File: src/rtl/ws2812_chain_driver_pkg.sv
// ws2812_chain_driver_pkg: shared types, 50 MHz timing defaults and pixel word helpers
package ws2812_pkg;
  typedef enum logic [1:0] {IDLE, HIGH, LOW, LATCH} state_t;
  localparam int T0H_50M = 20;
  localparam int T1H_50M = 40;
  localparam int TBIT_50M = 63;
  localparam int TRST_50M = 15000;
  localparam int COL_R = 2;
  localparam int COL_G = 1;
  localparam int COL_B = 0;
  typedef logic [23:0] pixel_t;
  function automatic pixel_t pixel_word(input logic on, input logic [2:0] colour, input logic [7:0] intensity);
    return {(on && colour[COL_G]) ? intensity : 8'h00,
            (on && colour[COL_R]) ? intensity : 8'h00,
            (on && colour[COL_B]) ? intensity : 8'h00};
  endfunction
  // single subtraction is enough: callers keep v below 2*n
  function automatic int wrap(input int v, input int n);
    return v >= n ? v - n : v;
  endfunction
endpackage

File: src/rtl/ws2812_chain_driver_if.sv
// ws2812_chain_driver_if: frame request, pattern inputs and serial output of the chain driver
interface ws2812_chain_driver_if #(parameter int NUM_LEDS = 12);
  logic start;
  logic [NUM_LEDS-1:0] led_mask;
  logic [$clog2(NUM_LEDS)-1:0] rotate;
  logic [2:0] colour;
  logic [7:0] intensity;
  logic busy;
  logic done;
  logic led_dout;
  modport master (output start, led_mask, rotate, colour, intensity, input busy, done, led_dout);
  modport slave (input start, led_mask, rotate, colour, intensity, output busy, done, led_dout);
endinterface

File: src/rtl/ws2812_bit_timer.sv
// ws2812_bit_timer: shapes one WS2812B bit, high for T0H/T1H cycles within a TBIT-cycle slot
module ws2812_bit_timer #(
  parameter int T0H_CYC = 20,
  parameter int T1H_CYC = 40,
  parameter int TBIT_CYC = 63
) (
  input  logic clk,
  input  logic res_n,
  input  logic load,
  input  logic bit_val,
  output logic dout,
  output logic bit_end
);
  localparam int CW = $clog2(TBIT_CYC + 1);
  logic [CW-1:0] cnt;
  logic [CW-1:0] th;
  logic active;
  logic one;
  assign th = one ? CW'(T1H_CYC) : CW'(T0H_CYC);
  assign bit_end = active && cnt == CW'(TBIT_CYC - 1);
  // a load on the bit_end cycle chains the next bit with no gap
  always_ff @(posedge clk) begin
    if (!res_n) begin
      cnt <= '0;
      active <= 1'b0;
      one <= 1'b0;
      dout <= 1'b0;
    end else if (load) begin
      cnt <= '0;
      active <= 1'b1;
      one <= bit_val;
      dout <= 1'b1;
    end else if (bit_end) begin
      active <= 1'b0;
      dout <= 1'b0;
    end else if (active) begin
      cnt <= cnt + CW'(1);
      dout <= (cnt + CW'(1)) < th;
    end
  end
endmodule

File: src/rtl/ws2812_chain_driver.sv
// ws2812_chain_driver: streams one GRB frame for a rotatable LED mask, then holds the latch period
module ws2812_chain_driver
  import ws2812_pkg::*;
#(
  parameter int NUM_LEDS = 12,
  parameter int T0H_CYC = T0H_50M,
  parameter int T1H_CYC = T1H_50M,
  parameter int TBIT_CYC = TBIT_50M,
  parameter int TRST_CYC = TRST_50M
) (
  input logic clk,
  input logic res_n,
  ws2812_chain_driver_if.slave bus
);
  localparam int PW = $clog2(NUM_LEDS);
  localparam int PHW = $clog2((TBIT_CYC > TRST_CYC ? TBIT_CYC : TRST_CYC) + 1);
  state_t state;
  logic [NUM_LEDS-1:0] mask_s;
  logic [PW-1:0] rot_s, rot_in, pix, npix, sel_pix, sel_rot, idx;
  logic [2:0] colour_s;
  logic [7:0] int_s;
  logic [4:0] bit_cnt, nbit, sel_bit;
  logic [PHW-1:0] phase;
  logic busy, done, dout, bit_end, load, bit_val, idle, last_bit, last;
  pixel_t word;
  // the bit handed to the timer is always the one about to start: from the live inputs
  // when a frame launches, otherwise the successor of the bit now on the wire
  always_comb begin
    idle = state == IDLE;
    last_bit = bit_cnt == 5'd23;
    last = last_bit && pix == PW'(NUM_LEDS - 1);
    npix = last_bit ? pix + PW'(1) : pix;
    nbit = last_bit ? 5'd0 : bit_cnt + 5'd1;
    rot_in = PW'(wrap(int'(bus.rotate), NUM_LEDS));
    sel_pix = idle ? '0 : npix;
    sel_rot = idle ? rot_in : rot_s;
    sel_bit = idle ? 5'd0 : nbit;
    idx = PW'(wrap(int'(sel_pix) + int'(sel_rot), NUM_LEDS));
    word = pixel_word(idle ? bus.led_mask[idx] : mask_s[idx], idle ? bus.colour : colour_s,
                      idle ? bus.intensity : int_s);
    bit_val = word[5'd23 - sel_bit];
    load = idle ? bus.start : (state != LATCH && bit_end && !last);
  end
  ws2812_bit_timer #(.T0H_CYC(T0H_CYC), .T1H_CYC(T1H_CYC), .TBIT_CYC(TBIT_CYC)) u_tmr (
    .clk(clk), .res_n(res_n), .load(load), .bit_val(bit_val), .dout(dout), .bit_end(bit_end)
  );
  always_ff @(posedge clk) begin
    if (!res_n) begin
      state <= IDLE;
      busy <= 1'b0;
      done <= 1'b0;
      pix <= '0;
      bit_cnt <= '0;
      phase <= '0;
      mask_s <= '0;
      rot_s <= '0;
      colour_s <= '0;
      int_s <= '0;
    end else begin
      done <= 1'b0;
      case (state)
        IDLE: if (bus.start) begin
          mask_s <= bus.led_mask;
          rot_s <= rot_in;
          colour_s <= bus.colour;
          int_s <= bus.intensity;
          pix <= '0;
          bit_cnt <= '0;
          phase <= '0;
          busy <= 1'b1;
          state <= HIGH;
        end
        HIGH, LOW: if (bit_end && last) begin
          state <= LATCH;
          phase <= '0;
          done <= TRST_CYC == 1;
        end else if (bit_end) begin
          state <= HIGH;
          pix <= npix;
          bit_cnt <= nbit;
        end else state <= dout ? HIGH : LOW;
        LATCH: if (phase == PHW'(TRST_CYC - 1)) begin
          state <= IDLE;
          busy <= 1'b0;
        end else begin
          phase <= phase + PHW'(1);
          done <= (phase + PHW'(1)) == PHW'(TRST_CYC - 1);
        end
        default: state <= IDLE;
      endcase
    end
  end
  assign bus.busy = busy;
  assign bus.done = done;
  assign bus.led_dout = dout;
endmodule

File: src/flat_wrapper.sv
// flat-port wrapper written by rule: the top's interface ports become plain ports
module ws2812_chain_driver_flat import ws2812_pkg::*;
#(
  parameter int NUM_LEDS = 12,
  parameter int T0H_CYC = T0H_50M,
  parameter int T1H_CYC = T1H_50M,
  parameter int TBIT_CYC = TBIT_50M,
  parameter int TRST_CYC = TRST_50M
)
  (clk, res_n, bus_start, bus_led_mask, bus_rotate, bus_colour, bus_intensity, bus_busy, bus_done, bus_led_dout);
  ws2812_chain_driver_if #(.NUM_LEDS(NUM_LEDS)) bus_i ();
  input logic clk;
  input logic res_n;
  input wire logic [$bits(bus_i.start)-1:0] bus_start;
  input wire logic [$bits(bus_i.led_mask)-1:0] bus_led_mask;
  input wire logic [$bits(bus_i.rotate)-1:0] bus_rotate;
  input wire logic [$bits(bus_i.colour)-1:0] bus_colour;
  input wire logic [$bits(bus_i.intensity)-1:0] bus_intensity;
  output wire logic [$bits(bus_i.busy)-1:0] bus_busy;
  output wire logic [$bits(bus_i.done)-1:0] bus_done;
  output wire logic [$bits(bus_i.led_dout)-1:0] bus_led_dout;
  assign bus_i.start = bus_start;
  assign bus_i.led_mask = bus_led_mask;
  assign bus_i.rotate = bus_rotate;
  assign bus_i.colour = bus_colour;
  assign bus_i.intensity = bus_intensity;
  assign bus_busy = bus_i.busy;
  assign bus_done = bus_i.done;
  assign bus_led_dout = bus_i.led_dout;
  ws2812_chain_driver #(.NUM_LEDS(NUM_LEDS), .T0H_CYC(T0H_CYC), .T1H_CYC(T1H_CYC), .TBIT_CYC(TBIT_CYC), .TRST_CYC(TRST_CYC)) u_core (.clk(clk), .res_n(res_n), .bus(bus_i));
endmodule
File: config.mk
export PLATFORM = sky130hd
export DESIGN_NAME = ws2812_chain_driver_flat
export DESIGN_NICKNAME = d
export VERILOG_FILES = /design/src/rtl/ws2812_chain_driver_pkg.sv /design/src/rtl/ws2812_chain_driver_if.sv /design/src/rtl/ws2812_bit_timer.sv /design/src/rtl/ws2812_chain_driver.sv /design/src/flat_wrapper.sv
export SDC_FILE = /design/constraint.sdc
export NUM_CORES = 1
export LEC_CHECK = 0
export BUFFER_PORTS_ARGS = -buffer_cell sky130_fd_sc_hd__buf_2
export CAP_MARGIN = 0
export CORE_UTILIZATION = 34
export DETAILED_ROUTE_END_ITERATION = 10
export PLACE_DENSITY_LB_ADDON = 0.12
export SYNTH_ARGS = -nofsm -noshare
export SYNTH_HDL_FRONTEND = slang
export SYNTH_HIERARCHICAL = 1
export SYNTH_SLANG_ARGS = --single-unit
File: constraint.sdc
create_clock -name clk -period 8.85 [get_ports clk]
set_input_delay 0 -clock clk [delete_from_list [all_inputs] [get_ports clk]]
set_output_delay 0 -clock clk [all_outputs]
set_load 0.02 [all_outputs]
# == Yosys cells after proc, flatten, opt, wreduce, memory -nomap -nowiden ==
# Cells that the tools add are included.
# W data, S select, Z words.
# word_totals
mem_bits_ro,0
ff_bits,63
in_bits,30
n_memories,0
output_inout_bits,3
mem_bits_rw,0
latch_bits,0
# classes
magnitude_cmp,5
n_mul,0
mux,47
bitwise_logic,3
shifts,0
n_eq_ne,15
div_mod_pow,0
n_reduce_logical,23
addsub,8
# ops
cell,n
$mux W14,3
$pmux W14 S3,1
$mux W4,8
$mux W8,4
$eq A14 B14 Y1 const B,2
$mux W5,5
$add A14 B1 Y14 const B,1
$mux W1,12
$mux W2,5
$pmux W5 S2,1
$bmux W1 S4,2
$logic_and A1 B1 Y1,8
$ne A2 B2 Y1 const B,4
$pmux W4 S2,1
$add A6 B1 Y6 const B,1
$eq A6 B6 Y1 const B,1
$lt A5 B6 Y1 const B,1
$lt A6 B6 Y1,1
$mux W6,1
$ne A2 B1 Y1 const B,3
$pmux W2 S3,1
$reduce_and A2 Y1,3
$reduce_and A3 Y1,2
$reduce_bool A2 Y1,3
23 further kinds,27

# == Depth between registers and ports, before layout ==
# Gate-level depths: netlist of run 1.
# depth
depth_word,13
mapped_depth,20

# == By module ==
# The synthesis of run 1 kept the hierarchy.
# modules_own_cells
module,cells_each,n_inst,area_per_inst_um2,seq_area_each_um2
ws2812_chain_driver,422,1,3259.4,1081.0
ws2812_bit_timer,59,1,556.8,180.2

# == Worst setup path before layout of run 1 ==
# No wires, ideal clock.
# synth_path
path_kind,reg2reg
from,register u_core.state[0]
to,register u_core.u_tmr.one
synth_period_minus_slack_ps,4135
setup_slack_ps,4715
t_arrival_ps,4070
stages_incl_launch_ff,20
path_cell_list,dfxtp_1 inv_1 ha_1 clkbuf_1 clkbuf_1 mux2_2 ha_1 inv_1 fa_1 xor2_1 inv_1 ha_1 a31oi_1 nand2_1 nor2_1 nor3_1 a2111oi_0 a31o_2 mux2i_1 nor2b_1
# synth_via
elab_chain_len,12
# synth_rtl
element,line,source
"start, declared",ws2812_chain_driver.sv:17,state_t state;
"start signal, assigned",ws2812_chain_driver.sv:81,end else state <= dout ? HIGH : LOW;
$logic_not A2 Y1 *,ws2812_chain_driver.sv:29,idle = state == IDLE;
"$mux W4, on equally long branches","ws2812_chain_driver.sv:35, ws2812_chain_driver.sv:36",
$add A4 B4 Y5,ws2812_chain_driver.sv:38,"idx = PW'(wrap(int'(sel_pix) + int'(sel_rot), NUM_LEDS));"
$sub A4 B3 Y4 or $ge A5 B4 Y1 (tied branches),ws2812_chain_driver_pkg.sv:19,return v >= n ? v - n : v;
$mux W4,ws2812_chain_driver_pkg.sv:19,
$bmux W1 S4,ws2812_chain_driver.sv:39,"word = pixel_word(idle ? bus.led_mask[idx] : mask_s[idx], idle ? bus.colour : colour_s,"
$mux W1 (implied by the code),ws2812_chain_driver.sv:39,
$mux W1,ws2812_chain_driver.sv:39,
"$logic_and A1 B1 Y1, on equally long branches","ws2812_chain_driver_pkg.sv:15, ws2812_chain_driver_pkg.sv:13, ws2812_chain_driver_pkg.sv:14",
"$mux W8, on equally long branches","ws2812_chain_driver_pkg.sv:15, ws2812_chain_driver_pkg.sv:13, ws2812_chain_driver_pkg.sv:14",
$bmux W1 S5 *,ws2812_chain_driver.sv:41,bit_val = word[5'd23 - sel_bit];
$mux W1 (implied by the code) *,ws2812_chain_driver.sv:41,
net u_core.bit_val,ws2812_chain_driver.sv:24,"logic busy, done, dout, bit_end, load, bit_val, idle, last_bit, last;"
"end signal, assigned",ws2812_bit_timer.sv:31,one <= bit_val;
"end, declared",ws2812_bit_timer.sv:18,logic one;
# The timed path passes the listed nets; every way through them passes the cells marked *. The select of a mux whose other input is x is not followed.
# A chain may end at the register's enable or synchronous reset.

# == Final worst setup path of run 1 ==
# layout_path
from,register u_core.bit_cnt[0]
to,register u_core.u_tmr.one
# layout_via
elab_chain_len,13
# layout_rtl
element,line,source
"start, declared",ws2812_chain_driver.sv:22,"logic [4:0] bit_cnt, nbit, sel_bit;"
"start signal, assigned",ws2812_chain_driver.sv:80,bit_cnt <= nbit;
$eq A5 B5 Y1,ws2812_chain_driver.sv:30,last_bit = bit_cnt == 5'd23;
$mux W4,ws2812_chain_driver.sv:32,npix = last_bit ? pix + PW'(1) : pix;
$mux W4,ws2812_chain_driver.sv:35,sel_pix = idle ? '0 : npix;
$add A4 B4 Y5,ws2812_chain_driver.sv:38,
$sub A4 B3 Y4 or $ge A5 B4 Y1 (tied branches),ws2812_chain_driver_pkg.sv:19,
$mux W4,ws2812_chain_driver_pkg.sv:19,
$bmux W1 S4,ws2812_chain_driver.sv:39,
$mux W1 (implied by the code),ws2812_chain_driver.sv:39,
$mux W1,ws2812_chain_driver.sv:39,
"$logic_and A1 B1 Y1, on equally long branches","ws2812_chain_driver_pkg.sv:15, ws2812_chain_driver_pkg.sv:13, ws2812_chain_driver_pkg.sv:14",
"$mux W8, on equally long branches","ws2812_chain_driver_pkg.sv:15, ws2812_chain_driver_pkg.sv:13, ws2812_chain_driver_pkg.sv:14",
$bmux W1 S5 *,ws2812_chain_driver.sv:41,
$mux W1 (implied by the code) *,ws2812_chain_driver.sv:41,
net u_core.bit_val,ws2812_chain_driver.sv:24,
# Marks and branches as above.

==> key figures, run 1 <==
Logic synthesis
  • Gate Count Post-Synth: about 480
  • Yosys cell types: 63
  • Synthesized flop and latch total: 63
  • Area leader, netlist: dfxtp_1
  • Post-synthesis sequential area ratio: about 33%
  • Top_reg_cell synth: dfxtp_1
  • Syn. warnings: 6
  • Net Count, Synth: 528
  • Yosys top cell area share: between 30 and 40%
  • Top cells by area, synth: dfxtp_1, nand2_1, a21oi_1
  • Post-Synthesis Cell Area: around 0.0038 mm2
  • Share of synthesized registers carrying an async set or reset: 0%
  • Number of flops mapped to enable cells by yosys: 0
  • Mapped Avg Cell Area: just under 8 um2

Clock tree
  • Postcts setup bufs: 0
  • H-tree depth: 3
  • CTS max path bufs: 2
  • Hold Buf Count CTS: 28
  • Clk sinks: 63
  • Clock-pin slew on the worst setup and hold paths: 0.07 ns
  • Post_cts resized: 0
  • CTS root buf: clkbuf_8
  • Clk Latency, worst-skew pair: around 0.35 ns
  • Number of CTS-inserted buffers: 9
  • CTS tree: done

Power
  • VDD IR max: around 0.058 mV
  • Clock share of power: about a third
  • Logic pwr share: roughly 23%
  • Sequential Power Share: between 40% and 50%
  • Switching share of power: a little under a third
  • Pwr dens: between 150 and 200 mW/mm2
  • Leakage dissipation: between 1.5 and 2 nW
  • Pint: just over 0.0005 W
  • Switching power: about 0.00022 W

Timing
  • Max-slew headroom: between 20% and 30%
  • Worst-margin pin slew: 1.06 ns
  • F_max: ~210 MHz
  • Final period util: between 50% and 60%
  • Post-route minimum period: 4.65 ns
  • Hold Fails Final Rpt: 0
  • Final setup vio count: 0
  • RSZ-0062 raised after global routing: false
  • Setup_tns: 0 ns
  • Skew final: ~0.011 ns
  • Final Max Slew Viols: 0

Floorplanning
  • Core Region: between 0.01 and 0.015 mm2
  • DIE AREA: around 0.012 mm2
  • Core Rows: 38
  • Die Width: 108 um
  • Die Y: ~110 um
  • Top Ports: 33
  • Starting Density: a little over a third

GRT
  • Total track usage: 16.7%
  • Overflow after GRT: 0
  • Global-route wire length before repair: between 15,000 and 20,000 um
  • Number of global-route vias before repair: 3,174
  • Largest net degree at the start of global routing: 48
  • Initial antenna violation count: 0

Critical path
  • Kind of critical path: flip-flop to flip-flop
  • R2R Setup Slk: between 4 and 5 ns
  • FF-to-FF End: u_core/u_tmr/one$_SDFFE_PN0P_
  • Req. time, crit path: a little over 9 ns
  • Critical path startpoint: u_core/bit_cnt[0]$_SDFFE_PN0P_
  • Arrival @ worst endpoint: 4.94 ns
  • Startpoint class of the critical path: flip-flop
  • Reg2reg path depth: 18
  • Critical path peak fanout: 10
  • Worst R2R Start: u_core/bit_cnt[0]$_SDFFE_PN0P_
  • Crit. End Element: flip-flop

Placed design
  • Routability cong.: 0.768
  • Port-buffer cells: 32
  • Dpl hpwl: between 6000 and 7000 um
  • Placed insts: 630

Routing
  • Drt initial violations: around 190
  • Drt first pass iters: 4
  • Number of remaining DRC errors: 0
  • Vias per inst: around 5.2
  • DRT antenna net count: 0
  • Total number of vias: around 3,500
  • DR WL/cell: about 14 um
  • Total wire length: approximately 9200 um

Hold path
  • Worst Hold Class: input pin to flip-flop
  • WHS Path Cells: 4
  • Hold path startpoint: bus_start
  • Worst Hold End: u_core/state[0]$_SDFFE_PN0P_

Cells and area
  • Ratio of cells with drive above 1 in the final layout: ~14%
  • Filler Cell Count: 1,106
  • Area grow syn2layout: 18.0%
  • Nets: 576
  • Non-filler cells, final: a little under 700
  • Diode count: 0

Run
  • MaxCap Viol Count: 0

Status
  • Status: complete, no violations
worst max-delay path by stage:
stage	endpoint	slack, ns	cells after the start
finish	u_core/u_tmr/one$_SDFFE_PN0P_	4.20	18
global route	u_core/u_tmr/one$_SDFFE_PN0P_	3.70	17
CTS	u_core/u_tmr/one$_SDFFE_PN0P_	4.22	17
detailed placement	u_core/u_tmr/one$_SDFFE_PN0P_	4.26	17
global placement	u_core/u_tmr/one$_SDFFE_PN0P_	4.50	18
floorplan	u_core/u_tmr/one$_SDFFE_PN0P_	4.71	19
placed cells by master, fill, tap and decap left out, types with 5 or more instances in the layout:
master and instances:
nand2_1 88, dfxtp_1 63, a21oi_1 53, nor2_1 34, buf_2 32, dlygate4sd3_1 28
o21ai_0 27, inv_1 21, nand3_1 16, ha_1 16, clkbuf_8 10, o31ai_1 9
xnor2_1 8, a31oi_1 8, nor2b_1 7, nor3_1 7, a22oi_1 7, mux2_2 6
xor2_1 6, mux2i_1 6, mux4_2 6, a211oi_1 5, nand2b_1 5
per-stage QoR:
step	hold slack, ns	setup WS (ns)	power (W)	area [um2]	utilization [%]
floorplan	0.118	4.71	0.000428	3820	-
global placement	0.240	4.50	0.000468	4030	37.0
detailed placement	0.247	4.26	0.000469	4030	37.0
CTS	0.143	4.22	0.000733	4500	41.4
global route	0.187	3.70	0.000764	4500	41.4
finish	0.160	4.20	0.000722	4500	41.4
registers in the layout (all words and copies together), names as in the netlist:
signal               flops
u_core/rot_s             4
u_core/bit_cnt           5
u_core/phase            14
u_core/mask_s           12
u_core/colour_s          3
u_core/state             2
u_core/u_tmr/dout        1
u_core/u_tmr/active      1
u_core/pix               4
u_core/u_tmr/one         1
u_core/bus.done          1
u_core/u_tmr/cnt         6
u_core/bus.busy          1
u_core/int_s             8
layer usage:
layer	vias up	wire length, um	global-route usage, %
li1	1808	-	-
met1	1605	4690	23.2
met2	61	4060	25.3
met3	10	317	3.92
met4	0	96	5.68
met5	-	0	0
worst max-delay path, stage by stage (launching register included):
cell and delay [ns]:
dfxtp_1 0.49, ha_1 0.39, and4b_2 0.38, xnor2_1 0.08, nor2_1 0.11, ha_1 0.18, inv_1 0.05, fa_1 0.39
xor2_1 0.46, inv_1 0.20, ha_1 0.24, a31oi_1 0.37, nand2_1 0.22, nor2_1 0.16, nor3_1 0.08, a2111oi_0 0.37
a31o_2 0.21, mux2i_1 0.06, nor2b_1 0.12
power groups by stage:
stage | clock [W] | sequential, W | combinational, W
after global placement | 0 | 0.000315 | 0.000153
after CTS | 0.000261 | 0.000308 | 0.000164
after global routing | 0.000272 | 0.000310 | 0.000182
after detailed placement | 0 | 0.000315 | 0.000154
after floorplan | 0 | 0.000314 | 0.000115
final | 0.000251 | 0.000308 | 0.000163
cells in the mapped netlist (all sizes together) (4+ instances only):
| library cell | count |
|---|---|
| buf | 4 |
| or3 | 4 |
| and4 | 4 |
| a21oi | 54 |
| nand3b | 4 |
| a31oi | 8 |
| xnor2 | 8 |
| mux2i | 6 |
| mux2 | 6 |
| nand2b | 5 |
| nand3 | 16 |
| nor2 | 34 |
| o21ai | 27 |
| nand4 | 4 |
| a211oi | 5 |
| nand2 | 88 |
| mux4 | 6 |
| ha | 16 |
| a21o | 4 |
| and2 | 5 |
| nor3 | 7 |
| a22oi | 7 |
| xor2 | 6 |
| o31ai | 9 |
| dfxtp | 63 |
| nor2b | 7 |
| inv | 21 |
| clkbuf | 19 |
area by class of cell:
cell class | instances | area, um2 | area share [%]
clock buffer | 12 | 145 | 3.22
inverter | 21 | 78.8 | 1.75
sequential | 63 | 1260 | 28.0
tap | 140 | 175 | 3.89
clock inverter | 4 | 45.0 | 1.00
multi-input combinational | 373 | 2350 | 52.2
timing repair buffer | 61 | 448 | 9.95
kinds of logic (layout without fill, tap and decap cells):
group           after synthesis  in the layout  synth area share (%)
compound gates              127            127                  20.1
mux                          18             18                  6.89
fa+ha+maj                    17             17                  5.77
flops                        63             63                  33.0
simple gates                197            197                  25.6
xor+xnor                     14             14                  3.21
buf+inv                      45             98                  5.38
(Power assumes the default switching activity.)
==> inputs of run 2 (changes only) <==
==> constraint.sdc (replaced) <==
create_clock -name clk -period 4.84 [get_ports clk]
set_input_delay 0 -clock clk [delete_from_list [all_inputs] [get_ports clk]]
set_output_delay 0 -clock clk [all_outputs]
set_load 0.02 [all_outputs]
==> run 2 against run 1 <==
Count of clock-buffer cells in the layout down 1; wire length up 0.93%; largest power group unchanged; design area up 0.47%; critical endpoint unchanged.
==> key figures, run 2 (same netlist as run 1, synthesis figures left out) <==
Power
  • VDD IR max: roughly 0.14 mV
  • Sequential Power Share: about two fifths
  • Pwr dens: between 200 and 300 mW/mm2
  • Logic pwr share: a little under a quarter
  • Pint: 0.000934 W
  • Switching power: roughly 0.0004 W
  • Switching share of power: between 30% and 40%
  • Clock share of power: 35.2%
  • Leakage dissipation: between 1.5 and 2 nW

Floorplanning
  • Die Y: between 100 and 150 um
  • Core Region: between 0.01 and 0.015 mm2
  • Starting Density: 35.0%
  • Die Width: 108 um
  • DIE AREA: 0.0117 mm2
  • Core Rows: 38
  • Top Ports: 33

Clock tree
  • H-tree depth: 3
  • CTS tree: done
  • Clock-pin slew on the worst setup and hold paths: approximately 0.070 ns
  • Clk Latency, worst-skew pair: 0.35 ns
  • Postcts setup bufs: 0
  • Hold Buf Count CTS: 28
  • Post_cts resized: 0
  • CTS root buf: clkbuf_8
  • CTS max path bufs: 2
  • Number of CTS-inserted buffers: 9
  • Clk sinks: 63

Critical path
  • Startpoint class of the critical path: flip-flop
  • Critical path peak fanout: 10
  • Req. time, crit path: 5.13 ns
  • Arrival @ worst endpoint: about 4.7 ns
  • Kind of critical path: flip-flop to flip-flop
  • Crit. End Element: flip-flop

Timing
  • F_max: around 230 MHz
  • Final period util: between 90 and 100%
  • Setup_tns: 0 ns
  • Skew final: ~0.0081 ns
  • Worst-margin pin slew: roughly 1.1 ns
  • Min Hold Slack: around 0.15 ns
  • Final worst slack: approximately 0.46 ns
  • RSZ-0062 raised after global routing: false
  • Max-slew headroom: between 20 and 30%
  • Final setup vio count: 0
  • Hold Fails Final Rpt: 0
  • Post-route minimum period: 4.38 ns
  • Final Max Slew Viols: 0

Cells and area
  • Filler Cell Count: between 1,000 and 1,500
  • Largest register FFs: 14
  • Diode count: 0
  • Largest Register: u_core/phase
  • Regs by FF count: u_core/phase: 14 flops, u_core/mask_s: 12 flops, u_core/int_s: 8 flops
  • Area grow syn2layout: 18.6%
  • Commonest non-fill, non-tap cells in the layout: nand2_1, dfxtp_1, a21oi_1
  • Nets: ~580
  • Most common cell after layout, fill and taps aside: nand2_1
  • Ratio of cells with drive above 1 in the final layout: between 10% and 20%

GRT
  • Largest net degree at the start of global routing: 47
  • Total track usage: roughly 17%
  • Initial antenna violation count: 0
  • Number of global-route vias before repair: approximately 3,200
  • Overflow after GRT: 0
  • Global-route wire length before repair: roughly 15,000 um

Status
  • Status: complete, no violations

Hold path
  • Worst Hold Class: input pin to flip-flop

Run
  • MaxCap Viol Count: 0

Placed design
  • Pre-CTS WS: between 0.5 and 0.6 ns
  • Dpl hpwl: 6490 um
  • Port-buffer cells: 32
  • Routability cong.: approximately 0.82

Routing
  • Drt initial violations: roughly 110
  • Total wire length: between 9000 and 10,000 um
  • Vias per inst: 5.15
  • Total number of vias: 3,477
  • DRT antenna net count: 0
  • Number of remaining DRC errors: 0
  • Drt first pass iters: 7
  • DR WL/cell: between 10 and 15 um
[run 2: cell count changes in the layout (fill, tap and decap cells not counted)]
cell,before,now
clkbuf_1,2,0
clkbuf_8,10,11
buf_4,1,3
[run 2: metal layers]
metal / GRT usage (%) / routed length [um]
met3: 4.34 / 346
met1: 23.2 / 4790
met5: 0 / 0
met2: 24.6 / 3970
met4: 6.36 / 146
[run 2: final cells by class]
class	count	area, um2	area share [%]
tap	140	175	3.87
sequential	63	1260	27.9
clock buffer	11	151	3.35
clock inverter	4	45.0	0.996
inverter	21	78.8	1.74
multi-input combinational	373	2350	51.9
timing repair buffer	63	463	10.2
[run 2: critical path: stages (launching register included)]
cell,delay (ns)
dfxtp_1,0.48
ha_1,0.39
and4b_2,0.39
nand2_1,0.07
a21oi_1,0.20
inv_1,0.09
fa_1,0.47
xor2_1,0.14
buf_4,0.16
inv_1,0.09
ha_1,0.20
a31oi_1,0.38
nand2_1,0.23
nor2_1,0.15
nor3_1,0.07
a2111oi_0,0.36
a31o_2,0.22
mux2i_1,0.07
nor2b_1,0.13
[run 2: metrics by stage]
stage | power [W] | cell area [um2] | utilization (%) | cells
2_1_floorplan | 0.000783 | 3820 | - | 481
3_3_place_gp | 0.000864 | 4050 | 37.2 | 632
3_5_place_dp | 0.000866 | 4050 | 37.2 | 632
4_1_cts | 0.00136 | 4520 | 41.6 | 675
5_1_grt | 0.00142 | 4520 | 41.6 | 675
6_report | 0.00134 | 4520 | 41.6 | 675
[run 2: worst paths after layout]
kind | endpoint | depth (start not counted) | start | slack, ns
setup reg to reg | u_core/u_tmr/one$_SDFFE_PN0P_ | 18 | u_core/bit_cnt[0]$_SDFFE_PN0P_ | 0.46
hold reg to reg | u_core/rot_s[0]$_SDFFE_PN0P_ | 2 | u_core/rot_s[0]$_SDFFE_PN0P_ | 0.45
setup / recovery | u_core/u_tmr/one$_SDFFE_PN0P_ | 18 | u_core/bit_cnt[0]$_SDFFE_PN0P_ | 0.46
hold / removal | u_core/state[0]$_SDFFE_PN0P_ | 4 | bus_start | 0.15
[run 2: power by group through the flow]
stage	Clock [W]	Sequential (W)	Combinational, W
CTS	0.000488	0.000564	0.000307
global placement	0	0.000575	0.000288
detailed placement	0	0.000576	0.000290
floorplan	0	0.000574	0.000210
finish	0.000472	0.000564	0.000307
global route	0.000511	0.000568	0.000342
